===== src/rtl/truth_table_sweeper.sv =====
// truth_table_sweeper: programmable NUM_F x 2**IN_W truth-table generator.
// Ports: clk, rst_n, cfg_we/cfg_fsel/cfg_data (LUT load), start, busy,
//   row_valid/row_ready/row_idx/row_out (row stream), done;
//   group_mark only when TTS_GROUP_MARK_EN is defined.
module truth_table_sweeper #(
  parameter int IN_W       = 4,
  parameter int NUM_F      = 10,
  parameter int SETTLE_CYC = 2,
  localparam int ROWS      = 1 << IN_W,
  localparam int FSW       = (NUM_F > 1) ? $clog2(NUM_F) : 1
) (
  input  logic            clk,
  input  logic            rst_n,
  input  logic            cfg_we,
  input  logic [FSW-1:0]  cfg_fsel,
  input  logic [ROWS-1:0] cfg_data,
  input  logic            start,
  output logic            busy,
  output logic            row_valid,
  input  logic            row_ready,
  output logic [IN_W-1:0] row_idx,
  output logic [NUM_F-1:0] row_out,
`ifdef TTS_GROUP_MARK_EN
  output logic            group_mark,
`endif
  output logic            done
);

  typedef enum logic [1:0] {
    S_IDLE,
    S_SETTLE,
    S_PRESENT,
    S_DONE
  } state_t;

  state_t state;
  state_t state_nxt;

  logic [7:0]      cnt;
  logic [ROWS-1:0] lut [NUM_F];
  logic [NUM_F-1:0] col;
  logic            last_row;
  logic            settle_end;
  logic            hs;
  logic            lut_we;

  assign last_row   = row_idx == IN_W'(ROWS - 1);
  assign settle_end = cnt == 8'(SETTLE_CYC - 1);
  assign hs         = row_valid & row_ready;
  assign lut_we     = cfg_we && (state == S_IDLE)
                   && (32'(cfg_fsel) < NUM_F);

  always_comb begin
    col = '0;
    for (int f = 0; f < NUM_F; f++) begin
      col[f] = lut[f][row_idx];
    end
  end

  always_comb begin
    state_nxt = state;
    unique case (state)
      S_IDLE:    if (start) state_nxt = S_SETTLE;
      S_SETTLE:  if (settle_end) state_nxt = S_PRESENT;
      S_PRESENT: if (hs) state_nxt = last_row ? S_DONE : S_SETTLE;
      S_DONE:    state_nxt = S_IDLE;
      default:   state_nxt = S_IDLE;
    endcase
  end

  always_ff @(posedge clk or negedge rst_n) begin
    if (!rst_n) state <= S_IDLE;
    else        state <= state_nxt;
  end

  always_ff @(posedge clk or negedge rst_n) begin
    if (!rst_n) begin
      cnt       <= '0;
      row_idx   <= '0;
      row_out   <= '0;
      row_valid <= 1'b0;
      busy      <= 1'b0;
      done      <= 1'b0;
    end else begin
      done <= 1'b0;
      unique case (state)
        S_IDLE: begin
          if (start) begin
            row_idx <= '0;
            cnt     <= '0;
            busy    <= 1'b1;
          end
        end
        S_SETTLE: begin
          cnt <= cnt + 8'd1;
          if (settle_end) begin
            row_out   <= col;
            row_valid <= 1'b1;
          end
        end
        S_PRESENT: begin
          if (hs) begin
            row_valid <= 1'b0;
            if (last_row) begin
              done <= 1'b1;
            end else begin
              row_idx <= row_idx + IN_W'(1);
              cnt     <= '0;
            end
          end
        end
        S_DONE:  busy <= 1'b0;
        default: ;
      endcase
    end
  end

  always_ff @(posedge clk or negedge rst_n) begin
    if (!rst_n) begin
      for (int f = 0; f < NUM_F; f++) begin
        lut[f] <= '0;
      end
    end else if (lut_we) begin
      lut[cfg_fsel] <= cfg_data;
    end
  end

`ifdef TTS_GROUP_MARK_EN
  generate
    if (IN_W >= 2) begin : g_gm
      assign group_mark = row_valid & (&row_idx[1:0]);
    end else begin : g_gm1
      assign group_mark = row_valid;
    end
  endgenerate
`endif

endmodule


===== config.mk =====
export PLATFORM = sky130hd
export DESIGN_NAME = truth_table_sweeper
export DESIGN_NICKNAME = d
export VERILOG_FILES = /design/src/rtl/truth_table_sweeper.sv
export SDC_FILE = /design/constraint.sdc
export NUM_CORES = 1
export LEC_CHECK = 0
export ABC_AREA = 1
export CELL_PAD_IN_SITES_DETAIL_PLACEMENT = 2
export CELL_PAD_IN_SITES_GLOBAL_PLACEMENT = 2
export CORE_MARGIN = 2
export CORE_UTILIZATION = 36
export DETAILED_ROUTE_END_ITERATION = 8
export GPL_TIMING_DRIVEN = 0
export PLACE_DENSITY = 0.88
export SYNTH_ARGS = -nofsm -noshare
export SYNTH_HDL_FRONTEND = slang
export SYNTH_SLANG_ARGS = --single-unit

===== constraint.sdc =====
create_clock -name clk -period 1.8 [get_ports clk]
set_input_delay 0.27 -clock clk [delete_from_list [all_inputs] [get_ports clk]]
set_output_delay 0.27 -clock clk [all_outputs]
set_load 0.1 [all_outputs]

==> impl_metrics.tcl, run 1 <==
set metrics [dict create \
    status "finished, violations left" \
    violations "negative setup slack" \
    grt_start_max_net_pins 118 \
    arrival_ns 2.25 \
    yosysTopAreaCell "dfrtp_1" \
    ff2ff_setup_slack_ns -0.12 \
    start_util_pct 36.72 \
    synthCells 1185 \
    cts_tree "built" \
    crit_fanout 10 \
    path_clk_slew_ns 0.08 \
    synth_cell_type_count 23 \
    peakVddDrop_mv 0.7579 \
    setup_viol 28 \
    preCtsSetupSlack_ns -0.6699 \
    cpPeakStageDelay_ns 0.55 \
    synth_area_leaders "dfrtp_1 52%, nand2_1 18%, o21ai_0 9.1%, nand3_1 7.2%, inv_1 6.6%" \
    cts_num_sinks 187 \
    fin_skew_ns 0.01193 \
    tns_ns -0.9500 \
    yosys.area.top_type_share_pct 52.40 \
    crit_required_ns 2.12 \
    worstSkewPairLatency_ns 0.46 \
    ios 42 \
    track_usage_pct 31.99 \
    numCtsBuffers 17 \
    ys.flop_type "dfrtp_1" \
    drive_above_1_share_pct 13.31 \
    htreeDepth 4 \
    clock_path_buffers 2 \
    dpl.hpwl_um 23600 \
    first_global_vias 10070 \
    rsz0062_at_grt "true" \
    avgSynthCellArea_um2 7.537 \
    rows 57 \
    cpMaxStageDelayCell "clkdlybuf4s50_1" \
    powerDensity_mw_per_mm2 1569 \
    root_buffer "clkbuf_16" \
    finalMaxSlewViolations 0 \
    worst_pin_slew_ns 0.7640 \
    hold_path_class "input pin to async pin" \
    grt-busiest-layer "met2" \
    synth_seq_cells 187 \
    antenna_found_initial 1 \
    synth_edf_count 0 \
    crit_type "input pin to register" \
    wl_per_cell_um 27.55 \
    coreArea_mm2 0.02432 \
    gp_congestion 0.9039 \
    route.vias.total 9218 \
    routed_wl_um 44330 \
    path_cells "clkdlybuf4s50_1 > inv_1 > nor2_1 > nand4_1 > buf_4 > buf_2 > o21ai_0" \
    ys_seq_area_share_pct 52.40 \
    gr-total-overflow 0 \
    syn_to_final_growth_pct 24.19 \
    post-route-period-util_pct 107.1 \
    fmax_mhz 518.8 \
    die_h_um 161.5 \
    die_w_um 161.5 \
    drtPass1Iterations 5 \
    grt_use_met2_pct 55.75 \
    diodes 0 \
    startpoint_type "input pin" \
    via_per_inst 5.729 \
    io_buffer_count 41 \
    async_flop_share_pct 100.0 \
    dieArea_mm2 0.02608 \
    syn_area_mm2 0.008931 \
    post-route-drc-count 0 \
    leakagePower_nw 5.499 \
    hold_viol_final 0 \
    post-route-min-period_ns 1.927 \
    synth_nets 1213 \
    finalWorstSetupSlack_ns -0.1274 \
    num-fill-cells 2734 \
    slew_headroom_pct 49.06 \
    drtIter0Drc 631 \
    grt_use_met3_pct 4.648 \
    drtAntennaViolNets 0 \
    end_kind "register" \
    grt_pass1_wl_um 62020 \
    synth_warnings 0 \
    fin_nets 1301 \
    maxCapViolCount 0 \
    use_met1_pct 37.78 \
]
[worst paths after layout]
check	cells after the start	startpoint	end
max in group asynchronous	3	rst_n	lut[53]
worst max-delay path	7	cfg_fsel[2]	lut[52]
min in group clk	3	row_ready	done
worst min-delay path	2	rst_n	cnt[3]
worst max register to register	7	state[0]	lut[52]
worst min register to register	2	lut[156]	lut[156]
[metal layers]
metal | share of wire (%) | routed length (µm)
met4 | 7.6 | 3357
met5 | 0.016 | 7
met2 | 49 | 21850
met1 | 38 | 16820
met3 | 5.2 | 2288
[metrics by stage]
stage / utilization, % / cells / power, W / hold slack [ns] / area (µm²)
floorplan: - / 1185 / 0.009917 / -0.02559 / 8935
global placement: 40.09 / 1550 / 0.01142 / 0.4645 / 9751
detailed placement: 40.23 / 1551 / 0.01189 / 0.2789 / 9783
CTS: 44.48 / 1596 / 0.01644 / 0.4024 / 10820
global route: 45.61 / 1609 / 0.01826 / 0.4040 / 11090
finish: 45.61 / 1609 / 0.01740 / 0.3711 / 11090
[cell usage after synthesis (3+ instances only)]
| cell | instances |
|---|---|
| o21ai_0 | 163 |
| inv_1 | 157 |
| ha_1 | 3 |
| nand2_1 | 436 |
| nor3_1 | 3 |
| nand4_1 | 9 |
| nand3_1 | 129 |
| clkbuf_1 | 30 |
| a21oi_1 | 3 |
| dfrtp_1 | 187 |
| nor2_1 | 12 |
| o22ai_1 | 3 |
| buf_1 | 5 |
| buf_2 | 28 |
| o21ai_1 | 6 |
[state kept, by name, indices dropped and copies added, names as in the netlist]
| signal | count |
|---|---|
| busy | 1 |
| cnt | 8 |
| done | 1 |
| lut | 160 |
| row_idx | 4 |
| row_out | 10 |
| row_valid | 1 |
| state | 2 |
[cells by family (layout without fill, tap and decap cells)]
family	Yosys count	in the layout	share of synthesized area (%)
and+or+nand+nor	593	593	27.18
buffers and inverters	223	323	9.765
DFF	187	187	52.40
AOI/OAI and AO/OA	175	175	9.849
xor gates and xnor gates	4	4	0.3923
adders and majority gates	3	3	0.4203
[placed cells by master (no fill, tap or decap), drive strengths merged, types with 13 or more instances in the layout]
cell type and instances:
clkdlybuf4s50 23, buf 71, o21ai 169, nor2 13
clkbuf 39, dfrtp 187, nand3 129, inv 166
nand2 436, clkdlybuf4s15 15
[where the power goes]
| part | internal (W) | leakage, nW | switching (W) |
|---|---|---|---|
| Clock | 0.00213 | 0.288 | 0.00198 |
| Sequential | 0.00549 | 2.49 | 0.00100 |
| Combinational | 0.00201 | 2.72 | 0.00480 |
[critical path: cells and delay by family]
kind            cells  cell delay (ns)
simple gates        2             0.57
buf+inv             4             1.05
compound gates      1             0.35
[layout make-up]
class,instances,area (µm²),area share (%)
clock buffer,18,439.2,3.959
timing repair buffer,69,679.4,6.125
sequential,187,4686,42.24
buffer,63,605.6,5.460
tap,324,405.4,3.655
clock inverter,13,155.1,1.399
multi-input combinational,775,3506,31.61
inverter,160,615.6,5.550
[repair_timing]
action	in CTS	in global routing
gates cloned	1	2
buffers inserted	12	11
gates resized for setup	169	92
pin swaps	2	4
setup endpoints to repair	188	178
hold endpoints to repair	70	0
hold buffers	1	0
Note: power is estimated with default switching activity, not from simulation.
==> inputs of run 2 (changes only) <==
- ABC_AREA: 1 -> 0
- CORE_UTILIZATION: 36 -> 44
- PLACE_DENSITY: 0.88 -> 0.87
==> run 2 against run 1 <==
The run still ends with negative setup slack left. Clock-buffer cell count is 2 higher. Global-route usage is 1.6 points higher. Synthesized area is 3.8% lower. Combinational power is 7.9% higher. Largest cell class unchanged.
==> impl_metrics.tcl, run 2 <==
set metrics [dict create \
    first_global_vias 6688 \
    drtIter0Drc 393 \
    crit_required_ns 2.15 \
    start_util_pct 44.42 \
    synthTopCellsByCount "187 x dfrtp_1, 159 x mux2_2, 40 x mux4_2, 19 x buf_1" \
    startpoint_type "register" \
    fin_skew_ns 0.01380 \
    synth_cell_type_count 52 \
    fin_nets 696 \
    finalMaxSlewViolations 0 \
    antenna_found_initial 1 \
    powerDensity_mw_per_mm2 1697 \
    synth_edf_count 0 \
    routed_wl_um 37200 \
    crit_type "register to register" \
    post-route-drc-count 0 \
    crit_end "row_out[4]" \
    synth_most_common_cell "dfrtp_1" \
    root_buffer "clkbuf_16" \
    ff2ff_setup_slack_ns -0.37 \
    setup_viol 144 \
    final_common_cell "dfrtp_1" \
    crit_fanout 6 \
    rsz0062_at_grt "true" \
    r2r_cells 7 \
    violations "negative setup slack" \
    ys_seq_area_share_pct 54.49 \
    drive_above_1_share_pct 59.32 \
    fin_total_pwr_w 0.01941 \
    htreeDepth 4 \
    cts_num_sinks 187 \
    rows 51 \
    track_usage_pct 33.62 \
    tns_ns -20.26 \
    cp-startpoint "row_idx[1]" \
    yosys.area.top_type_share_pct 54.49 \
    clock_path_buffers 2 \
    num-fill-cells 1636 \
    die_w_um 143.7 \
    dpl.hpwl_um 16880 \
    gp_congestion 0.7785 \
    slew_headroom_pct 39.03 \
    path_clk_slew_ns 0.08 \
    end_kind "register" \
    hold_path_class "input pin to async pin" \
    via_per_inst 6.414 \
    gr-total-overflow 0 \
    ios 42 \
    grt_start_max_net_pins 114 \
    async_flop_share_pct 100.0 \
    wl_per_cell_um 39.28 \
    dieArea_mm2 0.02065 \
    finalWorstSetupSlack_ns -0.3730 \
    avgSynthCellArea_um2 15.01 \
    reg_top3 "lut: 160 flops, row_out: 10 flops, cnt: 8 flops" \
    ys.flop_type "dfrtp_1" \
    numCtsBuffers 17 \
    io_buffer_count 22 \
    cts_tree "built" \
    coreArea_mm2 0.01933 \
    syn_area_mm2 0.008588 \
    mostFrequentLayoutCells "181 x dfrtp_1, 88 x mux2_2, 72 x mux2_4" \
    timing.rr.start "row_idx[1]" \
    leakagePower_nw 4.975 \
    utilization_pct 59.16 \
    drtAntennaViolNets 0 \
    timing.rr.end "row_out[4]" \
    arrival_ns 2.53 \
    synth_seq_cells 187 \
    synth_warnings 0 \
    fmax_mhz 460.2 \
    drtPass1Iterations 5 \
    die_h_um 143.7 \
    hold_viol_final 0 \
    maxCapViolCount 0 \
    synth_area_leaders "dfrtp_1 54%, mux2_2 21%, mux4_2 10%, mux2i_1 1.3%, a21o_1 0.96%" \
    worst_pin_slew_ns 0.9145 \
    synth_nets 600 \
    regMostFlops "lut" \
    syn_to_final_growth_pct 33.19 \
    status "finished, violations left" \
    grt_pass1_wl_um 48090 \
    post-route-min-period_ns 2.173 \
    post-route-period-util_pct 120.7 \
    synthCells 572 \
    preCtsSetupSlack_ns -0.8855 \
    worstSkewPairLatency_ns 0.47 \
    peakVddDrop_mv 0.9213 \
    yosysTopAreaCell "dfrtp_1" \
    route.vias.total 6074 \
    largest_register_ffs 160 \
]
## run 2: stage by stage
stage | std cells | instance area [µm²] | hold WS, ns
detailed placement | 860 | 9311 | 0.4053
CTS | 924 | 10900 | 0.4634
finish | 947 | 11440 | 0.4427
global placement | 859 | 9279 | 0.4642
global route | 947 | 11440 | 0.4725
floorplan | 572 | 8727 | -0.02559
## run 2: worst min-delay path by stage
stage,start,endpoint,depth (start not counted)
after CTS,cfg_data[15],lut[31],2
after global routing,cfg_data[8],lut[152],2
after global placement,lut[27],lut[27],1
after floorplan,rst_n,busy,0
final,rst_n,lut[79],2
after detailed placement,rst_n,lut[69],1
## run 2: cell families (layout without fill, tap and decap cells)
| logic type | after synthesis | in the layout | share of synthesized area [%] |
|---|---|---|---|
| compound gates | 56 | 56 | 4.487 |
| fa+ha+maj | 3 | 3 | 0.4371 |
| buf+inv | 55 | 164 | 3.045 |
| flops | 187 | 187 | 54.49 |
| mux | 211 | 211 | 32.75 |
| other cells | 0 | 1 | 0 |
| simple gates | 60 | 60 | 4.794 |
## run 2: area by class of cell
cell class              count  area, µm²  share of cell area, %
flip-flops and latches    187       4697                  41.06
multi-input cells         330       4349                  38.02
repair buffers             80      982.2                  8.587
clock buffers              20      466.7                  4.080
plain buffers              48      456.7                  3.993
well taps                 265      331.6                  2.899
clock inverters            12      137.6                  1.203
inverters                   4      15.01                 0.1313
diodes                      1      2.502                0.02188
## run 2: where the power goes
| part | internal, W | total, W | switching (W) |
|---|---|---|---|
| Combinational | 0.00358 | 0.00735 | 0.00377 |
| Clock | 0.00218 | 0.00413 | 0.00195 |
| Sequential | 0.00612 | 0.00792 | 0.00181 |
## run 2: worst max-delay path, cell delays in order (launching register included)
cell and delay (ns):
dfrtp_4 0.52, buf_12 0.17, buf_12 0.13, buf_16 0.14, mux4_2 0.50, mux2i_2 0.28, a211oi_2 0.13, a21o_1 0.19
## run 2: repair_timing
action,CTS,global route
buffers inserted,28,19
endpoints found under the setup margin,181,165
hold buffers,1,0
resized for setup,224,68
cloned,5,4
pin swaps,12,15
hold endpoints to repair,112,0
## run 2: routing by layer
layer	track usage (%)	vias to the layer above	routed length, µm
li1	-	2333	-
met1	40.34	3309	14130
met2	58.55	303	19030
met3	6.098	129	2080
met4	16.15	0	1963
met5	0	-	0
